`src/rtl/mux2_arbiter.sv`:
```
// mux2_arbiter: round-robin arbiter that shares one 8-bit 2-to-1 mux channel
// between two burst requesters and registers the selected byte into a
// valid/ready output stage. A grant lasts for one burst and ends on `last`,
// on a forced MAX_BURST cut, or on a stall timeout.
module mux2_arbiter #(
  parameter int MAX_BURST   = 8,
  parameter int STALL_LIMIT = 16
) (
  input  logic       clk,
  input  logic       rst,
  input  logic       req0,
  input  logic [7:0] data0,
  input  logic       last0,
  output logic       ack0,
  input  logic       req1,
  input  logic [7:0] data1,
  input  logic       last1,
  output logic       ack1,
  output logic       sel,
  output logic [7:0] out_data,
  output logic       out_valid,
  output logic       out_last,
  input  logic       out_ready,
  output logic       busy
);

  typedef enum logic [1:0] {
    IDLE = 2'd0,
    GNT0 = 2'd1,
    GNT1 = 2'd2
  } state_t;

  // Counter values at which a burst is cut or a stalled grant is revoked.
  localparam logic [7:0] BEAT_LAST  = 8'(MAX_BURST - 1);
  localparam logic [7:0] STALL_LAST = 8'(STALL_LIMIT - 1);

  state_t     state_r, state_s;
  logic       prio_r, prio_s;
  logic       sel_r, sel_s;
  logic [7:0] out_data_r, out_data_s;
  logic       out_valid_r, out_valid_s;
  logic       out_last_r, out_last_s;
  logic [7:0] beat_cnt_r, beat_cnt_s;
  logic [7:0] stall_cnt_r, stall_cnt_s;

  logic       granted_s;
  logic       gnt_req_s;
  logic [7:0] gnt_data_s;
  logic       gnt_last_s;
  logic       capture_s;

  // Shared channel: sel picks the requester; a capture needs an active grant,
  // a pending beat, and room in the output register.
  always_comb begin
    granted_s  = (state_r != IDLE);
    gnt_req_s  = sel_r ? req1  : req0;
    gnt_data_s = sel_r ? data1 : data0;
    gnt_last_s = sel_r ? last1 : last0;
    capture_s  = granted_s && gnt_req_s && (!out_valid_r || out_ready);
  end

  // Next-state logic: output stage handshake, arbitration, burst release and
  // stall timeout.
  always_comb begin
    state_s     = state_r;
    prio_s      = prio_r;
    sel_s       = sel_r;
    out_data_s  = out_data_r;
    out_valid_s = out_valid_r;
    out_last_s  = out_last_r;
    beat_cnt_s  = beat_cnt_r;
    stall_cnt_s = stall_cnt_r;

    if (capture_s) begin
      out_data_s  = gnt_data_s;
      out_valid_s = 1'b1;
      out_last_s  = gnt_last_s || (beat_cnt_r == BEAT_LAST);
    end else if (out_valid_r && out_ready) begin
      out_valid_s = 1'b0;
      out_last_s  = 1'b0;
    end else begin
      out_valid_s = out_valid_r;
      out_last_s  = out_last_r;
    end

    case (state_r)
      IDLE: begin
        if (req0 && (!req1 || !prio_r)) begin
          state_s = GNT0;
          sel_s   = 1'b0;
        end else if (req1) begin
          state_s = GNT1;
          sel_s   = 1'b1;
        end else begin
          state_s = IDLE;
        end
      end
      GNT0, GNT1: begin
        if (capture_s && out_last_s) begin
          // Burst closed (natural or forced): hand priority to the peer.
          state_s     = IDLE;
          prio_s      = ~sel_r;
          beat_cnt_s  = 8'd0;
          stall_cnt_s = 8'd0;
        end else if (gnt_req_s) begin
          stall_cnt_s = 8'd0;
          if (capture_s) begin
            beat_cnt_s = beat_cnt_r + 8'd1;
          end else begin
            beat_cnt_s = beat_cnt_r;
          end
        end else if (stall_cnt_r == STALL_LAST) begin
          // Requester went quiet too long: revoke without emitting a beat.
          state_s     = IDLE;
          prio_s      = ~sel_r;
          beat_cnt_s  = 8'd0;
          stall_cnt_s = 8'd0;
        end else begin
          stall_cnt_s = stall_cnt_r + 8'd1;
        end
      end
      default: begin
        state_s = IDLE;
      end
    endcase
  end

  // State and output registers; reset dominates every other event.
  always_ff @(posedge clk) begin
    if (rst) begin
      state_r     <= IDLE;
      prio_r      <= 1'b0;
      sel_r       <= 1'b0;
      out_data_r  <= 8'd0;
      out_valid_r <= 1'b0;
      out_last_r  <= 1'b0;
      beat_cnt_r  <= 8'd0;
      stall_cnt_r <= 8'd0;
    end else begin
      state_r     <= state_s;
      prio_r      <= prio_s;
      sel_r       <= sel_s;
      out_data_r  <= out_data_s;
      out_valid_r <= out_valid_s;
      out_last_r  <= out_last_s;
      beat_cnt_r  <= beat_cnt_s;
      stall_cnt_r <= stall_cnt_s;
    end
  end

  assign ack0      = capture_s && !sel_r;
  assign ack1      = capture_s &&  sel_r;
  assign sel       = sel_r;
  assign out_data  = out_data_r;
  assign out_valid = out_valid_r;
  assign out_last  = out_last_r;
  assign busy      = (state_r != IDLE);

endmodule

```
`config.mk`:
```
export PLATFORM = sky130hd
export DESIGN_NAME = mux2_arbiter
export DESIGN_NICKNAME = d
export VERILOG_FILES = /design/src/rtl/mux2_arbiter.sv
export SDC_FILE = /design/constraint.sdc
export NUM_CORES = 1
export LEC_CHECK = 0
export ABC_AREA = 0
export CAP_MARGIN = 20
export CELL_PAD_IN_SITES_DETAIL_PLACEMENT = 0
export CELL_PAD_IN_SITES_GLOBAL_PLACEMENT = 1
export CORE_AREA = 2 2 61 92
export CTS_CLUSTER_SIZE = 40
export DETAILED_ROUTE_END_ITERATION = 7
export DIE_AREA = 0 0 63 94
export HOLD_SLACK_MARGIN = 0.03
export PLACE_DENSITY_LB_ADDON = 0.1
export SLEW_MARGIN = 20
export SYNTH_ARGS = -nofsm -noshare
export SYNTH_HDL_FRONTEND = slang
export SYNTH_SLANG_ARGS = --single-unit
export TNS_END_PERCENT = 50
```
`constraint.sdc`:
```
create_clock -name clk -period 2.02 [get_ports clk]
set_input_delay 0.505 -clock clk [delete_from_list [all_inputs] [get_ports clk]]
set_output_delay 0.505 -clock clk [all_outputs]
set_load 0.01 [all_outputs]
```
==> results of run 1 <==
[synth_stat cells (2+ instances only)]
cell type  count  share of area [%]
or4_1          2               0.90
dfxtp_1       30                 36
xor2_1         3                1.6
or2_2          2               0.75
nor3_1         3               0.90
mux2i_1       13                7.8
nand2b_1       6                2.3
a211oi_1       8                3.6
clkbuf_1       5                1.1
buf_2          3               0.90
nor2_1        18                4.1
nand4_1        2               0.75
nand4b_1       7                3.7
inv_1          5                1.1
nand2_1       12                2.7
nand3b_1       2               0.90
and3_1         3                1.1
xnor2_1        2                1.1
buf_4          3                1.4
o2111ai_1      4                2.1
a21oi_1        9                2.7
o21ai_0        5                1.5
nand3_1       14                4.2
ha_1           3                2.3
nor2b_1        2               0.75
o211ai_1       4                1.8
[power groups by stage]
stage / Clock (mW) / Combinational, mW / Sequential (mW)
final: 0.471 / 0.428 / 0.658
after global routing: 0.512 / 0.468 / 0.662
after CTS: 0.494 / 0.435 / 0.657
after detailed placement: 0 / 0.435 / 0.669
after global placement: 0 / 0.431 / 0.667
after floorplan: 0 / 0.231 / 0.678
[layer usage]
metal / up-vias / routed length [um] / part of all wire (%) / GRT usage (%)
li1: 796 / - / - / -
met2: 40 / 2310 / 54 / 28.4
met4: 0 / 72 / 1.7 / 6.11
met1: 736 / 1770 / 41 / 16.2
met5: - / 0 / 0 / 0
met3: 6 / 152 / 3.5 / 2.76
[sequential cells by signal, summed over array words and instances, names as in the netlist]
| register | cells |
|---|---|
| out_last | 1 |
| prio_r | 1 |
| beat_cnt_r | 8 |
| state_r | 2 |
| out_data | 8 |
| out_valid | 1 |
| sel | 1 |
| stall_cnt_r | 8 |
[cell families (layout without fill, tap and decap cells)]
family | Yosys count | count (layout) | synth area share (%)
XOR/XNOR | 5 | 5 | 2.64
adder cells (fa/ha/maj) | 3 | 3 | 2.26
AO/OA/AOI/OAI | 39 | 39 | 17.7
AND/OR/NAND/NOR | 80 | 80 | 26.6
flip-flops | 30 | 30 | 36.2
buffers and inverters | 17 | 68 | 5.20
multiplexers | 15 | 15 | 9.42
[what timing repair did]
| item | CTS | global route |
|---|---|---|
| setup endpoints to repair | 12 | 1 |
| pin swaps | 0 | 1 |
| resized for setup | 15 | 0 |
| hold buffers | 0 | 0 |
[area by class of cell]
type,count,area [um2]
clock buffers,6,82.6
repair buffers,57,503
inverters,5,18.8
flip-flops and latches,30,602
fillers,554,2810
well taps,68,85.1
multi-input cells,142,988
[critical path, delay by kind of cell]
family        cells  cell delay [ns]
mux               1             0.28
simple gates      2             0.29
buf+inv           2             0.37
[path summary, 6_finish.rpt]
kind                                  to  slack [ns]                         from
max                                 ack1        0.06                         req0
min          stall_cnt_r[1]$_SDFFE_PP0N_        0.49  stall_cnt_r[1]$_SDFFE_PP0N_
max reg2reg          prio_r$_SDFFE_PP0P_        0.17             sel$_SDFFE_PP0P_
min reg2reg  stall_cnt_r[1]$_SDFFE_PP0N_        0.49  stall_cnt_r[1]$_SDFFE_PP0N_
==> flow_summary_export.csv, run 1 <==
group,metric,value,unit
floorplan,die_width,63,um
yosys,synth.distinct_cells,45,
pwr,leakagePower,0.835,nW
final_layout,layout.cells.non_filler,308,
route,drtIter0Drc,52,
timing,timing.final.crit_share,97.1,%
pwr,switchingPower,0.436,mW
worst_setup_path,start_kind,"input port",
pwr,ir_drop,0.000385,V
yosys,ys_seq_elements,30,
route,wire_per_inst,14.0,um
route,drc,0,
worst_setup_path,crit_type,"input port to output pin",
clock_network,cts_max_level,2,
route,drtAntennaViolNets,0,
yosys,ys.flop_type,"dfxtp_1",
hold_path,holdPathStages,2,
pwr,intPower,1.12,mW
global_routing,overflow,0,
floorplan,initial_core_util,32.7,%
timing,post-route-worst-setup-slack,0.0593,ns
global_routing,grt_use_total,15.0,%
place,port_buffers,36,
floorplan,fp.dieH,94,um
hold_path,hp-class,"flop to flop",
worst_setup_path,critical_path_required,1.51,ns
worst_setup_path,worstSetupEndpointType,"output pin",
global_routing,grt_pass1_vias,1532,
place,post-dp-hpwl,3270,um
pwr,p_sw_share,28.0,%
global_routing,antenna_found_initial,0,
timing,tightest_slew,0.383,ns
pwr,pwr-share-clk,30.3,%
run_status,outcome,"complete, no violations",
place,dp_cells,302,
timing,period_minus_slack,1.96,ns
route,first_pass_iters,4,
worst_setup_path,cp_max_fo,3,
timing,rsz0062_at_grt,"no",
pwr,p_comb_share,27.5,%
floorplan,rows,32,
yosys,synth_edf_count,0,
final_layout,area_delta_synth_final,37.3,%
yosys,yosys_warnings,0,
yosys,synth_area,1660,um2
route,vias,1578,
pwr,pwr-share-seq,42.2,%
timing,slew_headroom,74.4,%
floorplan,die_area,5920,um2
clock_network,cts.sinks,30,
final_layout,final_nets,267,
timing,fmax,510,MHz
clock_network,path_clk_slew,0.06,ns
place,routabilityCongestion,0.789,
final_layout,final_cell_mix,"clkdlybuf4s50_1, dfxtp_1, buf_4",
worst_setup_path,slowest_stage,"mux2_4",
clock_network,clock_path_buffers,2,
final_layout,drive_above_1_share,17.5,%
final_layout,diodes,0,
yosys,synth_nets,215,
pwr,p_per_area,683,nW/um2
place,dp_slack,-0.548,ns
worst_setup_path,critPathArrivalTime,1.46,ns
final_layout,final_cell_area,2280,um2
run,drv_cap,0,
pwr,finalPower,1.56,mW
yosys,syn_avg_cell_area,8.78,um2
yosys,syn_inst,189,
yosys,async_flop_share,0,%
clock_network,numCtsBuffers,5,
clock_network,post-cts-setup-buffers,0,
yosys,yosysSeqAreaShare,36.2,%
clock_network,cts_tree,"built",
timing,finalSetupTns,0,ns
floorplan,core-area,5080,um2
timing,hold_viol_final,0,
final_layout,final_core_util,44.8,%
floorplan,io_pins,37,
timing,hold_slack,0.486,ns
timing,drv_slew,0,
final_layout,final_common_cell,"clkdlybuf4s50_1",
timing,skew,0.00372,ns
global_routing,grt_max_degree,17,
worst_setup_path,cp_cell_sequence,"dlygate4sd2_1, mux2_4, and3_4, and2_4, buf_2",
route,drt_wl_total,4310,um
global_routing,grt_pass1_wl,7070,um
route,vias_per_cell,5.12,
worst_setup_path,cpPeakStageDelay,0.28,ns
place,place_area,2200,um2
timing,setup_violations,0,
clock_network,cts-root-buf,"clkbuf_8",
clock_network,insertion_delay,0.27,ns
worst_setup_path,worst-r2r-cell-count,5,
No activity file was read; power rests on OpenSTA's default activity.
==> run 2, diff against run 1 <==
Settings changed: CORE_AREA 2 2 61 92 to 2 2 58 88, DIE_AREA 0 0 63 94 to 0 0 60 90.
Clock period 2.02 ns to 2 ns, I/O delays scaled along.
==> run 2 against run 1 <==
Effect of this change:
- sequential power grew 0.9%
- worst hold slack lost 0.00069 ns
- clock-buffer cell count grew 1
- core utilization grew 4.1 points
- final cell count is the same
- die area shrank 8.8%
- final area grew 0.77%
==> flow_summary_export.csv, run 2 (synthesis gave the netlist of run 1 again) <==
group,metric,value,unit
final_layout,area_delta_synth_final,38.4,%
floorplan,io_pins,37,
global_routing,grt_pass1_wl,7430,um
run_status,outcome,"complete, no violations",
worst_setup_path,cp_max_fo,3,
clock_network,cts.sinks,30,
worst_setup_path,crit_type,"input port to output pin",
timing,finalSetupTns,0,ns
floorplan,die_width,60,um
floorplan,core-area,4690,um2
route,drt_wl_total,4250,um
worst_setup_path,critical_path_required,1.50,ns
worst_setup_path,reg2reg_from,"sel$_SDFFE_PP0P_",
clock_network,cts-root-buf,"clkbuf_8",
route,drtAntennaViolNets,0,
global_routing,grt_use_total,17.8,%
hold_path,holdPathStages,2,
floorplan,die_area,5400,um2
clock_network,cts_tree,"built",
timing,period_minus_slack,1.95,ns
route,vias_per_cell,5.19,
timing,hold_slack,0.485,ns
worst_setup_path,cpPeakStageDelay,0.27,ns
route,drc,0,
final_layout,final_cell_mix,"clkdlybuf4s50_1, dfxtp_1, buf_4",
worst_setup_path,start_kind,"input port",
final_layout,final_core_util,48.9,%
timing,skew,0.0138,ns
final_layout,drive_above_1_share,17.8,%
floorplan,rows,31,
clock_network,post-cts-setup-buffers,0,
hold_path,hp-class,"flop to flop",
timing,setup_violations,0,
clock_network,path_clk_slew,0.06,ns
worst_setup_path,critPathBufInv,2,
timing,timing.final.crit_share,97.7,%
final_layout,final_nets,267,
worst_setup_path,worst-r2r-cell-count,5,
hold_path,worstHoldStart,"stall_cnt_r[1]$_SDFFE_PP0N_",
pwr,p_per_area,700,nW/um2
route,first_pass_iters,4,
final_layout,diodes,0,
timing,tightest_slew,0.350,ns
clock_network,insertion_delay,0.29,ns
worst_setup_path,startpoint,"req1",
pwr,ir_drop,0.000381,V
route,wire_per_inst,13.8,um
timing,rsz0062_at_grt,"no",
worst_setup_path,critPathArrivalTime,1.45,ns
floorplan,initial_core_util,35.4,%
clock_network,cts_max_level,2,
worst_setup_path,reg2reg_setup_slack,0.11,ns
global_routing,grt_max_degree,17,
worst_setup_path,critPathTopFamily,"buffers and inverters",
timing,hold_viol_final,0,
timing,slew_headroom,76.6,%
floorplan,fp.dieH,90,um
place,post-dp-hpwl,3290,um
worst_setup_path,reg2reg_to,"prio_r$_SDFFE_PP0P_",
hold_path,min_to,"stall_cnt_r[1]$_SDFFE_PP0N_",
final_layout,nFillCells,476,
clock_network,clock_path_buffers,2,
clock_network,hold_buffers,0,
place,routabilityCongestion,0.816,
global_routing,overflow,0,
worst_setup_path,cp_cell_sequence,"dlygate4sd2_1, mux2_4, and3_4, and2_4, buf_6",
timing,fmax,512,MHz
global_routing,grt_pass1_vias,1611,
worst_setup_path,worstSetupEndpointType,"output pin",
place,port_buffers,36,
final_layout,final_common_cell,"clkdlybuf4s50_1",
run,drv_cap,0,
clock_network,numCtsBuffers,5,
global_routing,antenna_found_initial,0,
route,vias,1598,
timing,drv_slew,0,
route,drtIter0Drc,133,
pwr,leakagePower,0.842,nW
worst_setup_path,slowest_stage,"mux2_4",
==> run 2: metal layers <==
| layer | vias up | track usage [%] | wire length, um |
|---|---|---|---|
| met3 | 12 | 3.17 | 143 |
| met2 | 45 | 29.7 | 2210 |
| met4 | 0 | 9.07 | 144 |
| met5 | - | 0 | 0 |
| met1 | 740 | 20.7 | 1750 |
| li1 | 801 | - | - |
==> run 2: repair_timing <==
| action | in CTS | in global routing |
|---|---|---|
| pin swaps | 0 | 0 |
| setup endpoints to repair | 12 | 3 |
| resized for setup | 16 | 3 |
==> run 2: layout make-up <==
class | count | area, um2 | area share [%]
inverter | 5 | 18.8 | 0.817
sequential | 30 | 602 | 26.2
clock inverter | 1 | 5.00 | 0.218
timing repair buffer | 57 | 514 | 22.4
tap | 66 | 82.6 | 3.59
clock buffer | 7 | 86.3 | 3.76
multi-input combinational | 142 | 988 | 43.0
==> run 2: worst max path at each step <==
stage | end | slack (ns) | cells after the start
6_report | ack1 | 0.05 | 5
5_1_grt | ack1 | 0.01 | 5
4_1_cts | sel | 0.01 | 2
3_5_place_dp | ack1 | -0.63 | 5
3_3_place_gp | ack1 | -0.64 | 5
2_1_floorplan | ack1 | 0.0006 | 7
==> run 2: worst register-to-register path: stages, from the launching register on <==
cell and delay [ns]:
dfxtp_2 0.36, mux2_4 0.31, buf_4 0.17, or4_4 0.52, o21ai_2 0.07, mux2_1 0.33
==> run 2: report_power, final <==
group / total, mW / switching (mW) / internal (mW)
Sequential: 0.664 / 0.0257 / 0.638
Combinational: 0.436 / 0.205 / 0.231
Clock: 0.508 / 0.231 / 0.277
==> run 2: through the flow <==
step	power, mW	cells	cell area (um2)	setup slack, ns
2_1_floorplan	0.918	189	1680	0.000648
3_3_place_gp	1.11	300	2200	-0.636
6_report	1.61	308	2300	0.0453
4_1_cts	1.63	308	2290	0.0141
3_5_place_dp	1.11	300	2200	-0.633
5_1_grt	1.71	308	2300	0.0118
==> run 3, diff against run 2 <==
Settings changed: SLEW_MARGIN 20 to 40.
==> results of run 3 <==
No change in the layout: final DEF, timing and power equal those of run 2.
